File: src/rtl/pam4_rx_demapper.sv
// pam4_rx_demapper
//   Receive-side Gray PAM4 demapper. Slices a signed channel sample into one
//   of four levels using three thresholds, maps the level back to its 2-bit
//   Gray symbol, buffers symbols in a small FIFO and serializes them MSB
//   first onto a ready/valid bit stream.
//
// Ports
//   clk, rstn         clock, synchronous active-low reset
//   sample_in         signed channel sample (SAMPLE_W bits)
//   sample_in_valid   sample qualifier, no backpressure
//   bit_out           serialized data bit (registered)
//   bit_out_valid     bit_out qualifier (registered)
//   bit_out_ready     downstream accepts bit_out
//   fifo_level        symbols currently buffered (hold register excluded)
//   overflow          sticky: a symbol was dropped on a full FIFO
//   hist_clr          clears the level histogram       (PAM4_RX_LEVEL_HIST_EN)
//   hist_cnt0..3      saturating per-level counters    (PAM4_RX_LEVEL_HIST_EN)
//
// Optional feature macro: PAM4_RX_LEVEL_HIST_EN (level histogram counters).
module pam4_rx_demapper #(
  parameter int SAMPLE_W = 8,
  parameter int TH_LO    = -64,
  parameter int TH_MID   = 0,
  parameter int TH_HI    = 64,
  parameter int DEPTH    = 4
`ifdef PAM4_RX_LEVEL_HIST_EN
  , parameter int CNT_W  = 16
`endif
) (
  input  logic                       clk,
  input  logic                       rstn,
  input  logic signed [SAMPLE_W-1:0] sample_in,
  input  logic                       sample_in_valid,
  output logic                       bit_out,
  output logic                       bit_out_valid,
  input  logic                       bit_out_ready,
`ifdef PAM4_RX_LEVEL_HIST_EN
  input  logic                       hist_clr,
  output logic [CNT_W-1:0]           hist_cnt0,
  output logic [CNT_W-1:0]           hist_cnt1,
  output logic [CNT_W-1:0]           hist_cnt2,
  output logic [CNT_W-1:0]           hist_cnt3,
`endif
  output logic [$clog2(DEPTH):0]     fifo_level,
  output logic                       overflow
);

  localparam int AW = $clog2(DEPTH);
  localparam logic signed [SAMPLE_W-1:0] TH_LO_S  = SAMPLE_W'(TH_LO);
  localparam logic signed [SAMPLE_W-1:0] TH_MID_S = SAMPLE_W'(TH_MID);
  localparam logic signed [SAMPLE_W-1:0] TH_HI_S  = SAMPLE_W'(TH_HI);

  typedef enum logic [1:0] {IDLE, BIT_HI, BIT_LO} state_e;

  // Slicer: a sample equal to a threshold lands on the upper level.
  logic [1:0] lvl, sym;
  always_comb begin
    lvl = 2'd0;
    if (sample_in >= TH_HI_S)       lvl = 2'd3;
    else if (sample_in >= TH_MID_S) lvl = 2'd2;
    else if (sample_in >= TH_LO_S)  lvl = 2'd1;
    case (lvl)
      2'd0:    sym = 2'b00;
      2'd1:    sym = 2'b01;
      2'd2:    sym = 2'b11;
      default: sym = 2'b10;
    endcase
  end

  // Symbol FIFO
  logic [1:0]    mem_q [DEPTH];
  logic [AW-1:0] wr_ptr_q, wr_ptr_d, rd_ptr_q, rd_ptr_d;
  logic [AW:0]   cnt_q, cnt_d;
  logic          ovf_q, ovf_d;
  logic          empty, full, pop, push;
  state_e        state_q;
  logic          lsb_q, bit_out_q, vld_q;

  assign empty = (cnt_q == '0);
  assign full  = (cnt_q == (AW+1)'(DEPTH));
  // Pop from IDLE, or back-to-back when the LSB of the current symbol is taken.
  assign pop   = !empty && ((state_q == IDLE) || (state_q == BIT_LO && bit_out_ready));
  // A pop on the same edge frees a slot, so a full FIFO can still accept.
  assign push  = sample_in_valid && (!full || pop);

  always_comb begin
    wr_ptr_d = wr_ptr_q + AW'(push);
    rd_ptr_d = rd_ptr_q + AW'(pop);
    cnt_d    = cnt_q + (AW+1)'(push) - (AW+1)'(pop);
    ovf_d    = ovf_q | (sample_in_valid & !push);
  end

  always_ff @(posedge clk) begin
    if (!rstn) begin
      wr_ptr_q <= '0;
      rd_ptr_q <= '0;
      cnt_q    <= '0;
      ovf_q    <= 1'b0;
    end else begin
      wr_ptr_q <= wr_ptr_d;
      rd_ptr_q <= rd_ptr_d;
      cnt_q    <= cnt_d;
      ovf_q    <= ovf_d;
    end
  end

  always_ff @(posedge clk) begin
    if (push) mem_q[wr_ptr_q] <= sym;
  end

  // Serializer: MSB goes straight to bit_out on pop, only the LSB is held.
  always_ff @(posedge clk) begin
    if (!rstn) begin
      state_q   <= IDLE;
      lsb_q     <= 1'b0;
      bit_out_q <= 1'b0;
      vld_q     <= 1'b0;
    end else begin
      case (state_q)
        IDLE: if (pop) begin
          lsb_q     <= mem_q[rd_ptr_q][0];
          bit_out_q <= mem_q[rd_ptr_q][1];
          vld_q     <= 1'b1;
          state_q   <= BIT_HI;
        end
        BIT_HI: if (bit_out_ready) begin
          bit_out_q <= lsb_q;
          state_q   <= BIT_LO;
        end
        BIT_LO: if (bit_out_ready) begin
          if (pop) begin
            lsb_q     <= mem_q[rd_ptr_q][0];
            bit_out_q <= mem_q[rd_ptr_q][1];
            state_q   <= BIT_HI;
          end else begin
            bit_out_q <= 1'b0;
            vld_q     <= 1'b0;
            state_q   <= IDLE;
          end
        end
        default: begin
          bit_out_q <= 1'b0;
          vld_q     <= 1'b0;
          state_q   <= IDLE;
        end
      endcase
    end
  end

  assign bit_out       = bit_out_q;
  assign bit_out_valid = vld_q;
  assign fifo_level    = cnt_q;
  assign overflow      = ovf_q;

`ifdef PAM4_RX_LEVEL_HIST_EN
  // Counts every valid sample, including those dropped on overflow.
  logic [CNT_W-1:0] hist_q [4];
  logic [CNT_W-1:0] hist_d [4];

  always_comb begin
    for (int i = 0; i < 4; i++) begin
      hist_d[i] = hist_q[i];
      if (hist_clr)
        hist_d[i] = '0;
      else if (sample_in_valid && lvl == 2'(i) && hist_q[i] != '1)
        hist_d[i] = hist_q[i] + CNT_W'(1);
    end
  end

  always_ff @(posedge clk) begin
    for (int i = 0; i < 4; i++) begin
      if (!rstn) hist_q[i] <= '0;
      else       hist_q[i] <= hist_d[i];
    end
  end

  assign hist_cnt0 = hist_q[0];
  assign hist_cnt1 = hist_q[1];
  assign hist_cnt2 = hist_q[2];
  assign hist_cnt3 = hist_q[3];
`endif

endmodule

File: config.mk
export PLATFORM = sky130hd
export DESIGN_NAME = pam4_rx_demapper
export DESIGN_NICKNAME = d
export VERILOG_FILES = /design/src/rtl/pam4_rx_demapper.sv
export SDC_FILE = /design/constraint.sdc
export NUM_CORES = 1
export LEC_CHECK = 0
export BUFFER_PORTS_ARGS = -buffer_cell sky130_fd_sc_hd__buf_2
export CORE_ASPECT_RATIO = 0.8
export CORE_MARGIN = 3
export CORE_UTILIZATION = 53
export DETAILED_ROUTE_END_ITERATION = 6
export GPL_ROUTABILITY_DRIVEN = 0
export PLACE_DENSITY = 0.77
export SLEW_MARGIN = 20
export SYNTH_ARGS = -nofsm -noshare
export SYNTH_HDL_FRONTEND = slang
export SYNTH_SLANG_ARGS = --single-unit
File: constraint.sdc
create_clock -name clk -period 2.5 [get_ports clk]
set_input_delay 0.5 -clock clk [delete_from_list [all_inputs] [get_ports clk]]
set_output_delay 0.5 -clock clk [all_outputs]
set_load 0.02 [all_outputs]
==> metrics, run 1 <==
average vias per placed instance=5.297; total of buffers placed on input and output ports=11; net switching power figure=0.3657 mW; setup slack of the critical path after layout=0.3002 ns; worst setup slack after placement=0.1475 ns; area growth from synthesis to layout=10.54%; number of warnings reported in the yosys synthesis log=0; initial antenna violation count=0; per-instance average area after synthesis=11.87 um2; share of final-layout standard cells stronger than drive strength 1=0.2083; startpoint-to-endpoint class of the critical path=reg2reg; aggregate global-route resource usage=0.1521; final number of setup-violating endpoints=0; static leakage=0.4780 nW; CTS HTree Levels=1; power density of the placed cells=974.6 nW/um2; Initial Utilization=0.5810; proportion of power drawn by flip-flops and latches=0.484; largest net degree at the start of global routing=14; Root Driver=sky130_fd_sc_hd__clkbuf_4; I/O pin total=18; vertical die dimension=44.33 um; number of pins with negative max-slew slack in the final report=0; share of the yosys chip area belonging to registers=0.5141; Final Net Count=116; share of async-settable or async-resettable flops after synthesis=0; clk_lat worst skew=0.30 ns; Int Power=0.6830 mW; final hold violations=0; Gate Count Post-Synth=82; # hold bufs at CTS=0; Post-synth EDFFs=8; maximum VDD drop=0.6675 mV; global-route wire length before repair=2553 um; critical path required time=2.71 ns; launching element type of the critical path=register; clock period minus final worst setup slack=2.200 ns; status=finished clean; post-synthesis cell type count=29; Vias=625; total CTS buffers=3; first drt pass iteration count=4; area of the core region=1675 um2; clock net sink count=21; number of antenna-violating nets in the routed design=0; net switching share of the total power=0.3487; Syn Nets=101; drc violations=0; # Post-CTS Setup Buffers=0; worst clock skew on the final layout=0.003678 ns; PostCTS Resize Cnt=0; number of antenna cells inserted=0; Seq cells post-synth=21; setup_tns=0 ns; die outline area=2390 um2; classification of the worst-slack hold path=reg2reg; highest net fanout along the worst path=6; fin util=0.6423; crit path capture type=register; DIE WIDTH=53.92 um; FF-to-FF setup slack=0.30 ns; Reg2Reg Depth=10; number of DRC markers after the initial detailed-route iteration=10; WHS Path Cells=1; buffer levels on the longest clock path=2; final WL=1439 um; proportion of power drawn by the clock network=0.151; actual transition at the worst max-transition pin=0.4271 ns; relative slew slack=0.7147; number of global-route vias before repair=581; arrival time of data at the critical path endpoint=2.41 ns; unrepaired setup endpoints after global routing=no; overflow left after global routing=0; Max Clock Freq=454.6 MHz; post-synthesis instance area=973.4 um2; CTS clock-pin slew for the worst setup and hold paths=0.11 ns; routed wirelength normalized by instance count=12.19 um; max_cap viols=0; final cycle utilization of the critical path=0.8799; CTS tree=yes; worst slack on hold paths=0.4839 ns; most instantiated flip-flop cell in the synthesis netlist=sky130_fd_sc_hd__dfxtp_1; Comb power frac=0.365; Final HPWL DP=1131 um; Std-Cell Rows=13
synth_stat cells, drive strengths merged (2+ instances only):
| master | n | area share |
|---|---|---|
| and2 | 6 | 0.039 |
| dfxtp | 13 | 0.27 |
| edfxtp | 8 | 0.25 |
| ha | 6 | 0.077 |
| inv | 7 | 0.027 |
| mux4 | 2 | 0.054 |
| nand2 | 4 | 0.015 |
| nor2 | 5 | 0.019 |
| nor2b | 4 | 0.026 |
| nor3 | 4 | 0.031 |
| nor3b | 4 | 0.031 |
| o21a | 2 | 0.015 |
| xnor2 | 2 | 0.018 |
| xor2 | 2 | 0.018 |
placed cells by master (no fill, tap or decap):
master | synthesis | layout
sky130_fd_sc_hd__mux4_1 | 2 | 2
sky130_fd_sc_hd__nand3b_1 | 1 | 1
sky130_fd_sc_hd__o21bai_1 | 1 | 1
sky130_fd_sc_hd__o21a_1 | 2 | 2
sky130_fd_sc_hd__buf_2 | 0 | 11
sky130_fd_sc_hd__inv_2 | 1 | 1
sky130_fd_sc_hd__and3_1 | 1 | 1
sky130_fd_sc_hd__or2_2 | 1 | 1
sky130_fd_sc_hd__nor2b_1 | 4 | 4
sky130_fd_sc_hd__ha_1 | 6 | 6
sky130_fd_sc_hd__edfxtp_1 | 8 | 8
sky130_fd_sc_hd__nor3b_1 | 4 | 4
sky130_fd_sc_hd__inv_1 | 6 | 6
sky130_fd_sc_hd__buf_4 | 0 | 1
sky130_fd_sc_hd__a21boi_0 | 1 | 1
sky130_fd_sc_hd__mux2i_1 | 1 | 1
sky130_fd_sc_hd__nand2_1 | 4 | 4
sky130_fd_sc_hd__clkinv_2 | 0 | 1
sky130_fd_sc_hd__o211ai_1 | 1 | 1
sky130_fd_sc_hd__a211o_1 | 1 | 1
sky130_fd_sc_hd__a222oi_1 | 1 | 1
sky130_fd_sc_hd__nor4_1 | 1 | 1
sky130_fd_sc_hd__nor3_1 | 2 | 2
sky130_fd_sc_hd__fa_1 | 1 | 1
sky130_fd_sc_hd__xor2_1 | 2 | 2
sky130_fd_sc_hd__nor2_1 | 5 | 5
sky130_fd_sc_hd__and2_1 | 6 | 6
sky130_fd_sc_hd__nor3_2 | 2 | 2
sky130_fd_sc_hd__dfxtp_1 | 13 | 13
sky130_fd_sc_hd__xnor2_1 | 2 | 2
sky130_fd_sc_hd__clkbuf_4 | 0 | 3
stage by stage:
stage | std cells | cell area (um2) | power, mW
floorplan | 82 | 973.4 | 0.8173
global placement | 114 | 1049 | 0.8860
detailed placement | 114 | 1049 | 0.9045
CTS | 118 | 1076 | 1.062
global route | 118 | 1076 | 1.145
finish | 118 | 1076 | 1.049
cell type report:
type / count / area (um2)
well taps: 22 / 27.53
multi-input cells: 52 / 431.7
fillers: 131 / 599.3
flip-flops and latches: 21 / 500.5
inverters: 7 / 26.28
clock inverters: 1 / 5.005
clock buffers: 3 / 22.52
repair buffers: 12 / 62.56
per-layer routing:
layer | track usage | routed length [um] | up-vias
met3 | 0.05051 | 56 | 4
li1 | - | - | 314
met1 | 0.1943 | 645 | 296
met4 | 0.04592 | 18 | 0
met5 | 0 | 0 | -
met2 | 0.2440 | 719 | 11
cells by family after synthesis:
kind of cell    synth area share
simple gates              0.1877
flops                     0.5141
buf+inv                  0.04241
compound gates           0.05785
fa+ha+maj                0.09769
xor+xnor                 0.03600
mux                      0.06427
power by group through the flow:
stage                     sequential, mW  clock (mW)  combinational [mW]
after global placement             0.511           0               0.375
after global routing               0.521       0.177               0.446
after detailed placement           0.517           0               0.388
after CTS                          0.509       0.163               0.390
after floorplan                    0.533           0               0.285
final                              0.508       0.158               0.383
critical path, stage by stage (launching register included):
cell and delay [ns]:
sky130_fd_sc_hd__dfxtp_1 0.43, sky130_fd_sc_hd__nor2b_1 0.29, sky130_fd_sc_hd__o211ai_1 0.16, sky130_fd_sc_hd__nand2_1 0.12
sky130_fd_sc_hd__ha_1 0.22, sky130_fd_sc_hd__inv_1 0.05, sky130_fd_sc_hd__ha_1 0.12, sky130_fd_sc_hd__inv_1 0.05
sky130_fd_sc_hd__fa_1 0.37, sky130_fd_sc_hd__xnor2_1 0.13, sky130_fd_sc_hd__and2_1 0.15
worst paths after layout:
| kind | start | to |
|---|---|---|
| setup reg to reg | state_q[1] | fifo_level[2] |
| hold / removal | overflow | overflow |
| hold reg to reg | overflow | overflow |
| setup / recovery | state_q[1] | fifo_level[2] |
sequential cells by signal (all words and copies together), names as in the netlist:
| register | count |
|---|---|
| wr_ptr_q | 2 |
| lsb_q | 1 |
| bit_out_valid | 1 |
| overflow | 1 |
| mem_q | 8 |
| state_q | 2 |
| fifo_level | 3 |
| bit_out | 1 |
| rd_ptr_q | 2 |
No activity file was read; power rests on OpenSTA's default activity.
==> run 2, diff against run 1 <==
--- a/config.mk
+++ b/config.mk
@@ -11,7 +11,7 @@
 export CORE_UTILIZATION = 53
 export DETAILED_ROUTE_END_ITERATION = 6
 export GPL_ROUTABILITY_DRIVEN = 0
-export PLACE_DENSITY = 0.77
+export PLACE_DENSITY_LB_ADDON = 0.15
 export SLEW_MARGIN = 20
 export SYNTH_ARGS = -nofsm -noshare
 export SYNTH_HDL_FRONTEND = slang
==> metrics, run 2 (synthesis results as in run 1) <==
status=finished clean; clock period minus final worst setup slack=2.190 ns; number of antenna-violating nets in the routed design=0; CTS HTree Levels=1; # Post-CTS Setup Buffers=0; overflow left after global routing=0; FF/Latch Area=500.5 um2; vertical die dimension=44.33 um; DIE WIDTH=53.92 um; commonest cells after routing, fill and taps aside=sky130_fd_sc_hd__dfxtp_1 (13), sky130_fd_sc_hd__buf_2 (11), sky130_fd_sc_hd__edfxtp_1 (8); I/O pin total=18; CTS tree=yes; drc violations=0; Initial Utilization=0.5810; WP depth=10; Final HPWL DP=1164 um; multi-input gate area in the final layout=431.7 um2; setup_tns=0 ns; Fillers=137; total CTS buffers=3; CTS clock-pin slew for the worst setup and hold paths=0.12 ns; maximum VDD drop=0.7371 mV; routed wirelength normalized by instance count=13.01 um; final cycle utilization of the critical path=0.8761; origin of the worst min-delay path=overflow; Critical path buffers and inverters=2; launching element type of the critical path=register; initial antenna violation count=0; crit path capture type=register; worst setup slack after placement=0.1549 ns; worst clock skew on the final layout=0.001076 ns; PostCTS Resize Cnt=0; unrepaired setup endpoints after global routing=no; number of antenna cells inserted=0; setup slack of the critical path after layout=0.3098 ns; buffer levels on the longest clock path=2; die outline area=2390 um2; final hold violations=0; number of global-route vias before repair=586; max_cap viols=0; largest net degree at the start of global routing=14; global-route wire length before repair=2753 um; arrival time of data at the critical path endpoint=2.41 ns; actual transition at the worst max-transition pin=0.3823 ns; Top delay family on crit path=adder cells; Std-Cell Rows=13; final WL=1535 um; aggregate global-route resource usage=0.1706; static leakage=0.4780 nW; Max Clock Freq=456.6 MHz; post-route cell area=1076 um2; most common cell after layout, fill and taps aside=sky130_fd_sc_hd__dfxtp_1; first drt pass iteration count=4; area of the core region=1675 um2; start of the worst register-to-register path=state_q[1]; CP max-delay cell=sky130_fd_sc_hd__dfxtp_1; register with the most flip-flops=mem_q; relative slew slack=0.7438; number of pins with negative max-slew slack in the final report=0; clk_lat worst skew=0.31 ns; Vias=617; total of buffers placed on input and output ports=11; Critical Path, Cell by Cell=nor2b_1, o211ai_1, nand2_1, ha_1, inv_1, ha_1, inv_1, fa_1, xnor2_1, and2_1; Reg2Reg Depth=10; power density of the placed cells=990.2 nW/um2; critical path required time=2.72 ns; max FFs per register=8; Placed Area=1049 um2; final number of setup-violating endpoints=0; Final Net Count=116; share of final-layout standard cells stronger than drive strength 1=0.2083; WHS Path Cells=1; longest individual stage delay on the worst path=0.44 ns; area growth from synthesis to layout=10.54%; highest net fanout along the worst path=6; average vias per placed instance=5.229; number of DRC markers after the initial detailed-route iteration=14; # hold bufs at CTS=0; clock net sink count=21; Critical Path Source=state_q[1]; classification of the worst-slack hold path=reg2reg; startpoint-to-endpoint class of the critical path=reg2reg; Root Driver=sky130_fd_sc_hd__clkbuf_4
run 2: layer usage:
| layer | GRT usage | part of all wire | vias to the layer above |
|---|---|---|---|
| met2 | 0.2488 | 0.49 | 9 |
| met4 | 0.08673 | 0.020 | 0 |
| met5 | 0 | 0 | - |
| li1 | - | - | 314 |
| met1 | 0.2162 | 0.45 | 289 |
| met3 | 0.07071 | 0.038 | 5 |
run 2: area by class of cell:
| cell class | instances | area share |
|---|---|---|
| Tap cell | 22 | 0.02558 |
| Timing Repair Buffer | 12 | 0.05814 |
| Multi-Input combinational cell | 52 | 0.4012 |
| Clock buffer | 3 | 0.02093 |
| Inverter | 7 | 0.02442 |
| Clock inverter | 1 | 0.004651 |
| Sequential cell | 21 | 0.4651 |
run 2: final timing paths:
check / slack, ns / end
worst min register to register: 0.49 / overflow
worst min-delay path: 0.49 / overflow
worst max register to register: 0.31 / fifo_level[2]
worst max-delay path: 0.31 / fifo_level[2]
run 2: report_power, final:
group	internal, mW	switching, mW	total [mW]
Sequential	0.432	0.0801	0.512
Clock	0.0599	0.108	0.168
Combinational	0.192	0.193	0.385
Total	0.684	0.381	1.07
run 2: per-stage QoR:
stage,util,std cells,hold slack [ns],power (mW)
6_report,0.6423,118,0.4858,1.065
5_1_grt,0.6423,118,0.4997,1.157
4_1_cts,0.6423,118,0.4826,1.075
3_5_place_dp,0.6258,114,0.4517,0.9077
3_3_place_gp,0.6258,114,0.4446,0.8873
2_1_floorplan,-,82,0.4836,0.8173
run 2: worst register-to-register path, delay by kind of cell, from the launching register on:
| family | cells | cell delay [ns] |
|---|---|---|
| buffers and inverters | 2 | 0.11 |
| XOR/XNOR | 1 | 0.13 |
| AO/OA/AOI/OAI | 1 | 0.16 |
| flip-flops | 1 | 0.44 |
| adder cells (fa/ha/maj) | 3 | 0.72 |
| AND/OR/NAND/NOR | 3 | 0.56 |
==> run 3, diff against run 2 <==
--- a/config.mk
+++ b/config.mk
@@ -11,7 +11,7 @@
 export CORE_UTILIZATION = 53
 export DETAILED_ROUTE_END_ITERATION = 6
 export GPL_ROUTABILITY_DRIVEN = 0
-export PLACE_DENSITY_LB_ADDON = 0.15
+export PLACE_DENSITY = 0.85
 export SLEW_MARGIN = 20
 export SYNTH_ARGS = -nofsm -noshare
 export SYNTH_HDL_FRONTEND = slang
==> metrics, run 3 (synthesis results as in run 1) <==
maximum VDD drop=0.6642 mV; buffer levels on the longest clock path=2; Fillers=132; status=finished clean; die outline area=2390 um2; max_cap viols=0; classification of the worst-slack hold path=reg2reg; FF-to-FF setup slack=0.32 ns; Critical R2R Capture=fifo_level[2]; CP max-delay cell=sky130_fd_sc_hd__dfxtp_1; aggregate global-route resource usage=0.1493; relative slew slack=0.6991; Critical Path Sink=fifo_level[2]; Critical Path Source=state_q[1]; final number of setup-violating endpoints=0; total CTS buffers=3; # hold bufs at CTS=0; clk_lat worst skew=0.29 ns; Pwr Total=1.046 mW; largest net degree at the start of global routing=14; actual transition at the worst max-transition pin=0.4503 ns; crit path capture type=register; register with the most flip-flops=mem_q; final WL=1442 um; critical path required time=2.70 ns; worst clock skew on the final layout=0.003231 ns; Critical path buffers and inverters=2; PostCTS Resize Cnt=0; WP depth=10; start of the worst register-to-register path=state_q[1]; share of final-layout standard cells stronger than drive strength 1=0.1979; Reg2Reg Depth=10; commonest cells after routing, fill and taps aside=sky130_fd_sc_hd__dfxtp_1 (13), sky130_fd_sc_hd__buf_2 (11), sky130_fd_sc_hd__edfxtp_1 (8); power density of the placed cells=972.8 nW/um2; drc violations=0; Final Net Count=116; number of antenna-violating nets in the routed design=0; Initial Utilization=0.5810; final cycle utilization of the critical path=0.8708; setup_tns=0 ns; static leakage=0.4753 nW; FF/Latch Area=500.5 um2; average vias per placed instance=5.280; Critical Path, Cell by Cell=nor2b_1, o211ai_1, nand2_1, ha_1, inv_1, ha_1, inv_1, fa_1, xnor2_1, and2_1; CTS HTree Levels=1; number of pins with negative max-slew slack in the final report=0; total of buffers placed on input and output ports=11; number of antenna cells inserted=0; number of DRC markers after the initial detailed-route iteration=9; first drt pass iteration count=4; multi-input gate area in the final layout=431.7 um2; global-route wire length before repair=2497 um; clock net sink count=21; max FFs per register=8; DIE WIDTH=53.92 um; startpoint-to-endpoint class of the critical path=reg2reg; area growth from synthesis to layout=10.41%; highest net fanout along the worst path=6; Std-Cell Rows=13; fin util=0.6415; I/O pin total=18; Final HPWL DP=1119 um; Root Driver=sky130_fd_sc_hd__clkbuf_4; unrepaired setup endpoints after global routing=no; CTS tree=yes; final hold violations=0; Top delay family on crit path=adder cells; overflow left after global routing=0; initial antenna violation count=0; most common cell after layout, fill and taps aside=sky130_fd_sc_hd__dfxtp_1; longest individual stage delay on the worst path=0.43 ns; routed wirelength normalized by instance count=12.22 um; Vias=623; Max Clock Freq=459.3 MHz; number of global-route vias before repair=584; clock period minus final worst setup slack=2.177 ns; arrival time of data at the critical path endpoint=2.38 ns; CTS clock-pin slew for the worst setup and hold paths=0.11 ns; vertical die dimension=44.33 um; # Post-CTS Setup Buffers=0; launching element type of the critical path=register; area of the core region=1675 um2
## run 3: cell count changes in the layout (fill, tap and decap cells not counted), sizes merged
| cell | previous run | this run |
|---|---|---|
| clkbuf | 3 | 4 |
| clkinv | 1 | 0 |
## run 3: worst min path at each step
stage	cells past startpoint	from	end	slack [ns]
after detailed placement	1	overflow	overflow	0.46
after global placement	1	overflow	overflow	0.44
after floorplan	2	lsb_q	lsb_q	0.48
final	1	overflow	overflow	0.48
after global routing	1	overflow	overflow	0.51
after CTS	1	overflow	overflow	0.49
## run 3: layer usage
layer | wire [um] | track usage | up-vias
met5 | 0 | 0 | -
met4 | 0 | 0.03061 | 0
met3 | 68 | 0.06061 | 0
met2 | 718 | 0.2415 | 12
met1 | 656 | 0.1878 | 297
li1 | - | - | 314
## run 3: layout make-up
class                           count  share of cell area
Tap cell                           22             0.02561
Sequential cell                    21              0.4657
Inverter                            7             0.02445
Clock buffer                        4             0.02445
Multi-Input combinational cell     52              0.4016
Timing Repair Buffer               12             0.05821
## run 3: worst register-to-register path, cell delays in order, from the launching register on
cell and delay (ns):
sky130_fd_sc_hd__dfxtp_1 0.43, sky130_fd_sc_hd__nor2b_1 0.28, sky130_fd_sc_hd__o211ai_1 0.15, sky130_fd_sc_hd__nand2_1 0.12, sky130_fd_sc_hd__ha_1 0.23, sky130_fd_sc_hd__inv_1 0.06
sky130_fd_sc_hd__ha_1 0.13, sky130_fd_sc_hd__inv_1 0.05, sky130_fd_sc_hd__fa_1 0.37, sky130_fd_sc_hd__xnor2_1 0.14, sky130_fd_sc_hd__and2_1 0.15
## run 3: power by group
part           total, mW  internal (mW)  switching [mW]
clock              0.154         0.0621          0.0923
combinational      0.383          0.192           0.191
sequential         0.508          0.432          0.0760
## run 3: through the flow
step | hold slack, ns | instances | setup slack (ns) | cell area [um2]
after global routing | 0.5094 | 118 | 0.1736 | 1075
after detailed placement | 0.4571 | 114 | 0.1585 | 1049
after CTS | 0.4853 | 118 | 0.3158 | 1075
after floorplan | 0.4836 | 82 | 0.3292 | 973.4
after global placement | 0.4434 | 114 | 0.1661 | 1049
final | 0.4782 | 118 | 0.3230 | 1075
